===== src/rtl/mdu_pkg.sv =====
// Shared definitions for the multiply/divide unit: R-type funct codes,
// controller state encoding and a small funct-decode helper.
package mdu_pkg;

  localparam logic [5:0] FUNCT_MULT  = 6'h18;
  localparam logic [5:0] FUNCT_MULTU = 6'h19;
  localparam logic [5:0] FUNCT_DIV   = 6'h1A;
  localparam logic [5:0] FUNCT_DIVU  = 6'h1B;
  localparam logic [5:0] FUNCT_MTHI  = 6'h11;
  localparam logic [5:0] FUNCT_MTLO  = 6'h13;

  typedef enum logic [1:0] {
    IDLE = 2'd0,
    CALC = 2'd1,
    FIX  = 2'd2
  } state_e;

  // True for the four functs that start an iterative operation.
  function automatic logic is_muldiv(input logic [5:0] funct);
    return (funct == FUNCT_MULT) || (funct == FUNCT_MULTU) ||
           (funct == FUNCT_DIV)  || (funct == FUNCT_DIVU);
  endfunction

  // True for the two functs that take the signed path.
  function automatic logic is_signed_op(input logic [5:0] funct);
    return (funct == FUNCT_MULT) || (funct == FUNCT_DIV);
  endfunction

  // True for the two divide functs.
  function automatic logic is_div_op(input logic [5:0] funct);
    return (funct == FUNCT_DIV) || (funct == FUNCT_DIVU);
  endfunction

endpackage


===== src/rtl/mult_div_unit_if.sv =====
// Request/response bundle between the control unit / execute stage
// (master) and the multiply/divide unit (slave).
interface mult_div_unit_if #(
  parameter int WIDTH = 32
);

  logic             start;
  logic [5:0]       Function_opcode;
  logic [WIDTH-1:0] Read_data_1;
  logic [WIDTH-1:0] Read_data_2;
  logic             busy;
  logic             done;
  logic [WIDTH-1:0] HI;
  logic [WIDTH-1:0] LO;

  modport master (
    output start, Function_opcode, Read_data_1, Read_data_2,
    input  busy, done, HI, LO
  );

  modport slave (
    input  start, Function_opcode, Read_data_1, Read_data_2,
    output busy, done, HI, LO
  );

endinterface


===== src/rtl/mdu_step.sv =====
// One combinational iteration of the shared accumulator datapath.
//  Multiply: shift-add. If the accumulator LSB (current multiplier bit) is
//            set, the operand is added into the upper half, then the whole
//            accumulator including the carry shifts right by one.
//  Divide:   restoring shift-subtract. The partial remainder (upper half)
//            shifts left taking in the next dividend bit; if it is not less
//            than the divisor the divisor is subtracted and a 1 quotient bit
//            enters at the LSB.
module mdu_step #(
  parameter int WIDTH = 32
) (
  input  logic [2*WIDTH-1:0] acc,
  input  logic [WIDTH-1:0]   operand,
  input  logic               is_div,
  output logic [2*WIDTH-1:0] acc_next
);

  logic [WIDTH:0] sum;
  logic [WIDTH:0] rem_shift;
  logic [WIDTH:0] diff;

  // Single add-shift or subtract-shift step.
  always_comb begin
    // NOTE: every output of a combinational block gets a default first so
    // no path leaves it unassigned and no latch is inferred.
    acc_next  = '0;
    sum       = {1'b0, acc[2*WIDTH-1:WIDTH]} + {1'b0, operand};
    rem_shift = {acc[2*WIDTH-1:WIDTH], acc[WIDTH-1]};
    diff      = rem_shift - {1'b0, operand};
    if (is_div) begin
      // diff[WIDTH] is the borrow: set means the remainder was too small.
      if (!diff[WIDTH]) begin
        acc_next = {diff[WIDTH-1:0], acc[WIDTH-2:0], 1'b1};
      end else begin
        acc_next = {rem_shift[WIDTH-1:0], acc[WIDTH-2:0], 1'b0};
      end
    end else if (acc[0]) begin
      acc_next = {sum, acc[WIDTH-1:1]};
    end else begin
      acc_next = {1'b0, acc[2*WIDTH-1:1]};
    end
  end

endmodule


===== src/rtl/mult_div_unit.sv =====
// Multi-cycle multiply/divide unit owning the HI/LO registers. Operands are
// converted to magnitudes at start, WIDTH iterations run one bit per cycle,
// and a final FIX cycle applies sign correction and writes HI/LO.
module mult_div_unit
  import mdu_pkg::*;
#(
  parameter int WIDTH = 32
) (
  input logic             clock,
  input logic             reset,
  mult_div_unit_if.slave  bus
);

  localparam int CNT_W = $clog2(WIDTH) + 1;

  state_e             state;
  state_e             state_next;
  logic [CNT_W-1:0]   cnt;
  logic               last_iter;

  logic               accept;
  logic               mt_hi;
  logic               mt_lo;
  logic               calc_en;
  logic               fix_en;
  logic               busy_int;

  logic [2*WIDTH-1:0] acc;
  logic [2*WIDTH-1:0] acc_step;
  logic [WIDTH-1:0]   operand;
  logic               op_div;
  logic               neg_main;
  logic               neg_rem;
  logic               div_zero;

  logic               start_signed;
  logic               sign_a;
  logic               sign_b;
  logic [WIDTH-1:0]   mag_a;
  logic [WIDTH-1:0]   mag_b;

  logic [2*WIDTH-1:0] prod_fix;
  logic [WIDTH-1:0]   quo_fix;
  logic [WIDTH-1:0]   rem_fix;
  logic [WIDTH-1:0]   hi_new;
  logic [WIDTH-1:0]   lo_new;

  logic [WIDTH-1:0]   hi_q;
  logic [WIDTH-1:0]   lo_q;
  logic               done_q;

  assign last_iter = (cnt == CNT_W'(WIDTH - 1));

  // State register; reset aborts any operation in flight.
  always_ff @(posedge clock) begin
    // NOTE: sequential state uses non-blocking assignments so every register
    // samples the pre-edge values regardless of statement order.
    if (reset) begin
      state <= IDLE;
    end else begin
      state <= state_next;
    end
  end

  // Next-state logic: IDLE -> CALC for WIDTH cycles -> FIX -> IDLE.
  always_comb begin
    state_next = state;
    case (state)
      IDLE:    if (accept)    state_next = CALC;
      CALC:    if (last_iter) state_next = FIX;
      FIX:                    state_next = IDLE;
      default:                state_next = IDLE;
    endcase
  end

  // Output/strobe decode; requests are only honoured while idle.
  always_comb begin
    busy_int = (state != IDLE);
    accept   = 1'b0;
    mt_hi    = 1'b0;
    mt_lo    = 1'b0;
    calc_en  = 1'b0;
    fix_en   = 1'b0;
    case (state)
      IDLE: begin
        if (bus.start) begin
          accept = is_muldiv(bus.Function_opcode);
          mt_hi  = (bus.Function_opcode == FUNCT_MTHI);
          mt_lo  = (bus.Function_opcode == FUNCT_MTLO);
        end
      end
      CALC:    calc_en = 1'b1;
      FIX:     fix_en  = 1'b1;
      default: ;
    endcase
  end

  // Operand sign extraction and magnitudes, only meaningful for signed ops.
  always_comb begin
    start_signed = is_signed_op(bus.Function_opcode);
    sign_a       = start_signed & bus.Read_data_1[WIDTH-1];
    sign_b       = start_signed & bus.Read_data_2[WIDTH-1];
    mag_a        = sign_a ? -bus.Read_data_1 : bus.Read_data_1;
    mag_b        = sign_b ? -bus.Read_data_2 : bus.Read_data_2;
  end

  mdu_step #(
    .WIDTH (WIDTH)
  ) u_step (
    .acc      (acc),
    .operand  (operand),
    .is_div   (op_div),
    .acc_next (acc_step)
  );

  // Sign correction of the finished accumulator. For a zero divisor the
  // remainder path already reproduces the latched dividend; only the
  // quotient needs forcing to all ones.
  always_comb begin
    prod_fix = neg_main ? -acc : acc;
    quo_fix  = div_zero ? '1 : (neg_main ? -acc[WIDTH-1:0] : acc[WIDTH-1:0]);
    rem_fix  = neg_rem ? -acc[2*WIDTH-1:WIDTH] : acc[2*WIDTH-1:WIDTH];
    hi_new   = op_div ? rem_fix : prod_fix[2*WIDTH-1:WIDTH];
    lo_new   = op_div ? quo_fix : prod_fix[WIDTH-1:0];
  end

  // Iteration counter: cleared on accept, counts CALC cycles.
  always_ff @(posedge clock) begin
    if (reset) begin
      cnt <= '0;
    end else if (accept) begin
      cnt <= '0;
    end else if (calc_en) begin
      cnt <= cnt + 1'b1;
    end
  end

  // Datapath registers: load operands on accept, step during CALC.
  always_ff @(posedge clock) begin
    // NOTE: these registers are deliberately not reset; they are always
    // reloaded on accept before use, and the FSM ignores them while idle.
    if (accept) begin
      op_div   <= is_div_op(bus.Function_opcode);
      neg_main <= sign_a ^ sign_b;
      neg_rem  <= sign_a;
      div_zero <= (bus.Read_data_2 == '0);
      if (is_div_op(bus.Function_opcode)) begin
        acc     <= {{WIDTH{1'b0}}, mag_a};
        operand <= mag_b;
      end else begin
        acc     <= {{WIDTH{1'b0}}, mag_b};
        operand <= mag_a;
      end
    end else if (calc_en) begin
      acc <= acc_step;
    end
  end

  // HI/LO and the done pulse: written only by FIX or MTHI/MTLO.
  always_ff @(posedge clock) begin
    if (reset) begin
      hi_q   <= '0;
      lo_q   <= '0;
      done_q <= 1'b0;
    end else begin
      done_q <= fix_en;
      if (fix_en) begin
        hi_q <= hi_new;
        lo_q <= lo_new;
      end else begin
        if (mt_hi) hi_q <= bus.Read_data_1;
        if (mt_lo) lo_q <= bus.Read_data_1;
      end
    end
  end

  assign bus.busy = busy_int;
  assign bus.done = done_q;
  assign bus.HI   = hi_q;
  assign bus.LO   = lo_q;

endmodule


===== src/flat_wrapper.sv =====
// flat-port wrapper written by rule: the top's interface ports become plain ports
module mult_div_unit_flat import mdu_pkg::*;
#(
  parameter int WIDTH = 32
)
  (clock, reset, bus_start, bus_Function_opcode, bus_Read_data_1, bus_Read_data_2, bus_busy, bus_done, bus_HI, bus_LO);
  mult_div_unit_if #(.WIDTH(WIDTH)) bus_i ();
  input logic clock;
  input logic reset;
  input wire logic [$bits(bus_i.start)-1:0] bus_start;
  input wire logic [$bits(bus_i.Function_opcode)-1:0] bus_Function_opcode;
  input wire logic [$bits(bus_i.Read_data_1)-1:0] bus_Read_data_1;
  input wire logic [$bits(bus_i.Read_data_2)-1:0] bus_Read_data_2;
  output wire logic [$bits(bus_i.busy)-1:0] bus_busy;
  output wire logic [$bits(bus_i.done)-1:0] bus_done;
  output wire logic [$bits(bus_i.HI)-1:0] bus_HI;
  output wire logic [$bits(bus_i.LO)-1:0] bus_LO;
  assign bus_i.start = bus_start;
  assign bus_i.Function_opcode = bus_Function_opcode;
  assign bus_i.Read_data_1 = bus_Read_data_1;
  assign bus_i.Read_data_2 = bus_Read_data_2;
  assign bus_busy = bus_i.busy;
  assign bus_done = bus_i.done;
  assign bus_HI = bus_i.HI;
  assign bus_LO = bus_i.LO;
  mult_div_unit #(.WIDTH(WIDTH)) u_core (.clock(clock), .reset(reset), .bus(bus_i));
endmodule

===== config.mk =====
export PLATFORM = sky130hd
export DESIGN_NAME = mult_div_unit_flat
export DESIGN_NICKNAME = d
export VERILOG_FILES = /design/src/rtl/mdu_pkg.sv /design/src/rtl/mult_div_unit_if.sv /design/src/rtl/mdu_step.sv /design/src/rtl/mult_div_unit.sv /design/src/flat_wrapper.sv
export SDC_FILE = /design/constraint.sdc
export NUM_CORES = 1
export LEC_CHECK = 0
export CAP_MARGIN = 30
export CELL_PAD_IN_SITES_DETAIL_PLACEMENT = 0
export CELL_PAD_IN_SITES_GLOBAL_PLACEMENT = 1
export CORE_MARGIN = 2
export CORE_UTILIZATION = 45
export CTS_CLUSTER_DIAMETER = 50
export DETAILED_ROUTE_END_ITERATION = 8
export DONT_BUFFER_PORTS = 1
export HOLD_SLACK_MARGIN = 0.03
export PLACE_DENSITY_LB_ADDON = 0.1
export SETUP_SLACK_MARGIN = 0.05
export SYNTH_ARGS = -nofsm -noshare
export SYNTH_HDL_FRONTEND = slang
export SYNTH_SLANG_ARGS = --single-unit

===== constraint.sdc =====
create_clock -name clock -period 3.3 [get_ports clock]
set_input_delay 0.33 -clock clock [delete_from_list [all_inputs] [get_ports clock]]
set_output_delay 0.33 -clock clock [all_outputs]
set_load 0.05 [all_outputs]

==> results of run 1 <==
## sequential cells by signal, indices dropped and copies added, names as in the netlist
name and cells:
u_core.state 2, u_core.neg_main 1, u_core.bus.HI 32, u_core.bus.LO 32, u_core.cnt 6, u_core.op_div 1, u_core.acc 64, u_core.operand 32
u_core.div_zero 1, u_core.neg_rem 1, u_core.bus.done 1
## power by group through the flow
stage / combinational [mW] / sequential [mW] / clock [mW]
floorplan: 0.487 / 2.41 / 0
global placement: 0.686 / 2.41 / 0
detailed placement: 0.691 / 2.41 / 0
CTS: 0.734 / 2.36 / 2.04
global route: 0.851 / 2.36 / 2.11
finish: 0.784 / 2.36 / 2.02
## per-stage QoR
stage	area, um2	TNS (ns)	total power [mW]
floorplan	15000	0	2.89
global placement	16400	-1.34	3.09
detailed placement	16400	-3.38	3.10
CTS	17200	0	5.13
global route	17600	-0.313	5.32
finish	17600	0	5.17
## worst max-delay path: stages, from the launching register on
cell	delay [ns]
edfxtp_1	0.50
inv_2	0.12
ha_4	0.20
and2_4	0.15
a221o_1	0.36
nor4_4	0.34
a21bo_2	0.22
o221ai_4	0.11
a211oi_2	0.24
buf_4	0.17
buf_6	0.10
o41ai_4	0.06
xor2_1	0.19
mux2i_1	0.16
o22ai_1	0.11
## layer usage
metal / GRT usage / part of all wire / vias up / wire length [um]
met5: 0 / 0.00025 / - / 13
met2: 0.471 / 0.45 / 463 / 23900
li1: - / - / 6728 / -
met4: 0.0723 / 0.020 / 2 / 1060
met1: 0.406 / 0.46 / 6899 / 24100
met3: 0.0534 / 0.068 / 61 / 3580
## layout by cell type, fill, tap and decap left out, types with 38 or more instances in the layout
master and count:
a21oi_1 140, nor3_1 38, a211oi_1 62, inv_1 61
buf_4 163, xor2_1 99, ha_1 59, mux2i_1 143
dfxtp_1 73, nand2_1 155, a21o_1 39, nor2_1 119
edfxtp_1 100, o21ai_0 89, xnor2_1 72
## kinds of logic (layout without fill, tap and decap cells)
group	Yosys count	after routing	share of synthesized area
AOI/OAI and AO/OA	525	525	0.232
and+or+nand+nor	502	502	0.166
xor gates and xnor gates	173	173	0.101
DFF	173	173	0.297
buffers and inverters	167	273	0.0430
muxes	149	149	0.0997
adders and majority gates	71	71	0.0602
## repair_timing
action / CTS / global route
resized for setup: 27 / 65
cloned: 1 / 0
endpoints found under the hold margin: 69 / 0
pin swaps: 13 / 55
endpoints found under the setup margin: 33 / 39
buffers inserted: 2 / 16
hold buffers: 1 / 0
## final timing paths
path / cells past startpoint / startpoint / end / slack, ns
hold reg to reg: 2 / u_core.cnt[5] / u_core.cnt[5] / 0.54
hold / removal: 2 / bus_Read_data_1[9] / u_core.bus.HI[9] / 0.08
setup / recovery: 14 / u_core.operand[7] / u_core.acc[63] / 0.04
setup reg to reg: 14 / u_core.operand[7] / u_core.acc[63] / 0.04
## layout make-up
class / count / area share
clock inverter: 11 / 0.00440
tap: 442 / 0.0314
clock buffer: 21 / 0.0273
multi-input combinational: 1420 / 0.587
sequential: 173 / 0.253
timing repair buffer: 177 / 0.0823
inverter: 64 / 0.0136
==> out/results.ini, run 1 <==
[power_and_ir_drop]
peakVddDrop_uv=220
power.internal_mw=3.72
power_frac_clock=0.391
leakagePower_nw=6.94
powerDensity_nw_per_um2=293
power_frac_seq=0.457
p_sw_frac=0.280
switchingPower_mw=1.45
power_frac_comb=0.152

[sta]
slew_viol_final=0
hold_viol_final=0
setup_slack_ns=0.0360
finalCritPeriodShare=0.989
worst_pin_slew_ns=0.681
rsz0062_at_grt=yes
setup_viol=0
clock.fmax_mhz=306
slew_headroom=0.546
min_period_ns=3.26
fin_worst_hold_slack_ns=0.0826
fin_worst_skew_ns=0.0212

[floorplan]
core_area_um2=32700
num_rows=66
die_y_um=187
io_pins=139
die_w_um=187
die-area_um2=34800
start_util=0.459

[synthesis]
synth_warnings=0
synth_most_common_cell=nand2_1
yosysTopAreaCellShare=0.200
synth_ff_type=edfxtp_1
synth-edff-count=100
syn_inst=1760
ys_types=87
synthesis.area_um2=15000
async_flop_share=0
syn_area_per_cell_um2=8.53
synth_common_cells=nand2_1 (158), a21oi_1 (152), mux2i_1 (145)
synth_area_leader_cell=edfxtp_1
synth_seq_cells=173
seq_area_frac_synth=0.297
synthesis.nets=1904
synth_area_leaders=edfxtp_1 (20%), dfxtp_1 (9.7%), mux2i_1 (9.7%)

[routing]
viasPerCell=6.13
initialDrtViolationCount=1149
first_pass_iters=8
antenna_left=0
drc_errors=0
totalWireLength_mm=52.6
wire_per_inst_um=22.8
num_vias=14200

[layout]
n_fill_cell=3106
multi_input_area_um2=10300
fin_cells=2308
area_growth_syn_to_layout_pct=17.4
final_nets=1997
post-route-util=0.539
drive_gt1_frac=0.172
diodes=0
ff_latch_area_um2=4460

[setup_path]
crit_path_end_kind=register
critical_path_class=register to register
critical_path_required_ns=3.49
arrival_ns=3.46
setup.worst_path.start_class=register
crit_fanout=3

[hold_path]
hold_class=primary input to register

[global_route]
grt_max_degree=75
grt_pass1_wl_mm=80.0
grt_overflow_total=0
antenna_found_initial=1
grtUsageTotal=0.293
grt_pass1_vias=13600

[placed_design]
numPlacedInstances=2256
gp_congestion=0.961
dp_hpwl_mm=39.2
pre_cts_ws_ns=-0.270
io_buffers=0

[cts]
clk_latency_ns=0.45
cts_buffers=17
path_clk_slew_ns=0.08
cts_tree=yes
clock-sinks=173
cts_max_level=4
clockBufferDepth=2
root_buffer=clkbuf_16

[run]
drv_cap=0

[run_status]
status=finished, final reports clean

No activity file was read; power rests on OpenSTA's default activity.
==> inputs of run 2 (changes only) <==
CAP_MARGIN = default   (was 30)
clock period = 3.05 ns   (was 3.3 ns; I/O delays follow)
==> out/results.ini, run 2 (synthesis gave the netlist of run 1 again) <==
[run]
drv_cap=0

[global_route]
grt_pass1_vias=13800
grt_pass1_wl_mm=82.0
grtUsageTotal=0.299
grt_max_degree=70
antenna_found_initial=2
grt_overflow_total=0

[hold_path]
hold_class=primary input to register

[power_and_ir_drop]
p_total_mw=5.68
peakVddDrop_uv=351
leakagePower_nw=7.21
power_frac_clock=0.398
p_sw_frac=0.273
power.internal_mw=4.13
powerDensity_nw_per_um2=314
switchingPower_mw=1.55
power_frac_comb=0.153
power_frac_seq=0.450

[sta]
setup_viol=33
hold_viol_final=0
worst_pin_slew_ns=0.673
rsz0062_at_grt=yes
slew_viol_final=0
clock.fmax_mhz=314
min_period_ns=3.18
finalCritPeriodShare=1.04
fin_worst_skew_ns=0.00839
setup_slack_ns=-0.132
fin_worst_hold_slack_ns=0.0621
slew_headroom=0.551

[cts]
clk_latency_ns=0.44
root_buffer=clkbuf_16
clock-sinks=173
clockBufferDepth=2
cts_max_level=4
cts_tree=yes
path_clk_slew_ns=0.07
cts_buffers=17

[floorplan]
die_y_um=187
num_rows=66
die_w_um=187
start_util=0.459
io_pins=139
core_area_um2=32700
die-area_um2=34800

[layout]
final_nets=2056
final_common_cell=buf_4
drive_gt1_frac=0.202
stdcell_area_um2=18100
n_fill_cell=3122
largest_reg_flops=64
area_growth_syn_to_layout_pct=20.6
post-route-util=0.553
layout_common_cells=buf_4 (223), nand2_1 (154), mux2i_1 (144)
diodes=0
top_register=u_core.acc

[placed_design]
pre_cts_ws_ns=-0.259
gp_congestion=0.955
dp_hpwl_mm=40.3
io_buffers=0
dpl_cell_area_um2=16900

[routing]
first_pass_iters=5
viasPerCell=6.06
initialDrtViolationCount=1189
drc_errors=0
totalWireLength_mm=53.8
antenna_left=0
num_vias=14400
wire_per_inst_um=22.7

[setup_path]
critical_path_class=register to register
crit_path_end_kind=register
arrival_ns=3.35
crit_path_frequent_cell=a21oi_4
cpMaxStageDelayCell=edfxtp_1
crit_fanout=9
critical_path_required_ns=3.22
setup.worst_path.start_class=register
cp_cell_sequence=ha_2, fa_2, nand2b_4, a21oi_4, o221ai_2, o21ai_2, a21oi_4, a31oi_4, o31a_1, nand2_8, buf_12, mux2i_1, a211oi_2
max_stage_delay_ns=0.41

[run_status]
status=complete, but fails checks
violations=negative setup slack

## run 2: routing by layer
layer	vias up	wire, um	GRT usage
met5	-	11	0
met2	469	24600	0.485
met1	6987	24500	0.418
met3	60	3650	0.0474
li1	6834	-	-
met4	2	975	0.0693
## run 2: layout make-up
type | count | area, um2 | area share
well taps | 442 | 553 | 0.0306
repair buffers | 236 | 1900 | 0.105
multi-input cells | 1420 | 10300 | 0.572
clock buffers | 26 | 542 | 0.0299
inverters | 64 | 240 | 0.0133
clock inverters | 6 | 48.8 | 0.00270
flip-flops and latches | 173 | 4460 | 0.247
## run 2: through the flow
stage | cells | TNS, ns
CTS | 2361 | -2.11
global placement | 2313 | -2.88
floorplan | 1760 | -0.0449
detailed placement | 2313 | -5.59
global route | 2367 | -6.37
finish | 2367 | -2.54
## run 2: repair_timing
action,CTS,global route
hold buffers,1,0
setup buffers,15,5
cloned,0,1
setup endpoints to repair,33,57
pin swaps,43,27
resized for setup,38,40
endpoints found under the hold margin,69,0
## run 2: final timing paths
path / start / slack (ns) / to / cells after the start
worst max register to register: u_core.operand[0] / -0.13 / u_core.acc[41] / 13
worst max-delay path: u_core.operand[0] / -0.13 / u_core.acc[41] / 13
worst min-delay path: bus_Read_data_2[31] / 0.06 / u_core.div_zero / 1
worst min register to register: u_core.cnt[5] / 0.55 / u_core.cnt[5] / 2
## run 2: power by group through the flow
stage          sequential, mW  clock (mW)  combinational (mW)
2_1_floorplan            2.60           0               0.534
3_3_place_gp             2.60           0               0.778
3_5_place_dp             2.60           0               0.784
4_1_cts                  2.55        2.27               0.834
5_1_grt                  2.55        2.34               0.942
6_report                 2.55        2.26               0.867
## run 2: critical path: cells and delay by family (launching register included)
kind / cells / cell delay (ns)
fa+ha+maj: 2 / 0.57
simple gates: 2 / 0.27
flops: 1 / 0.41
compound gates: 7 / 1.29
buf+inv: 1 / 0.17
mux: 1 / 0.18
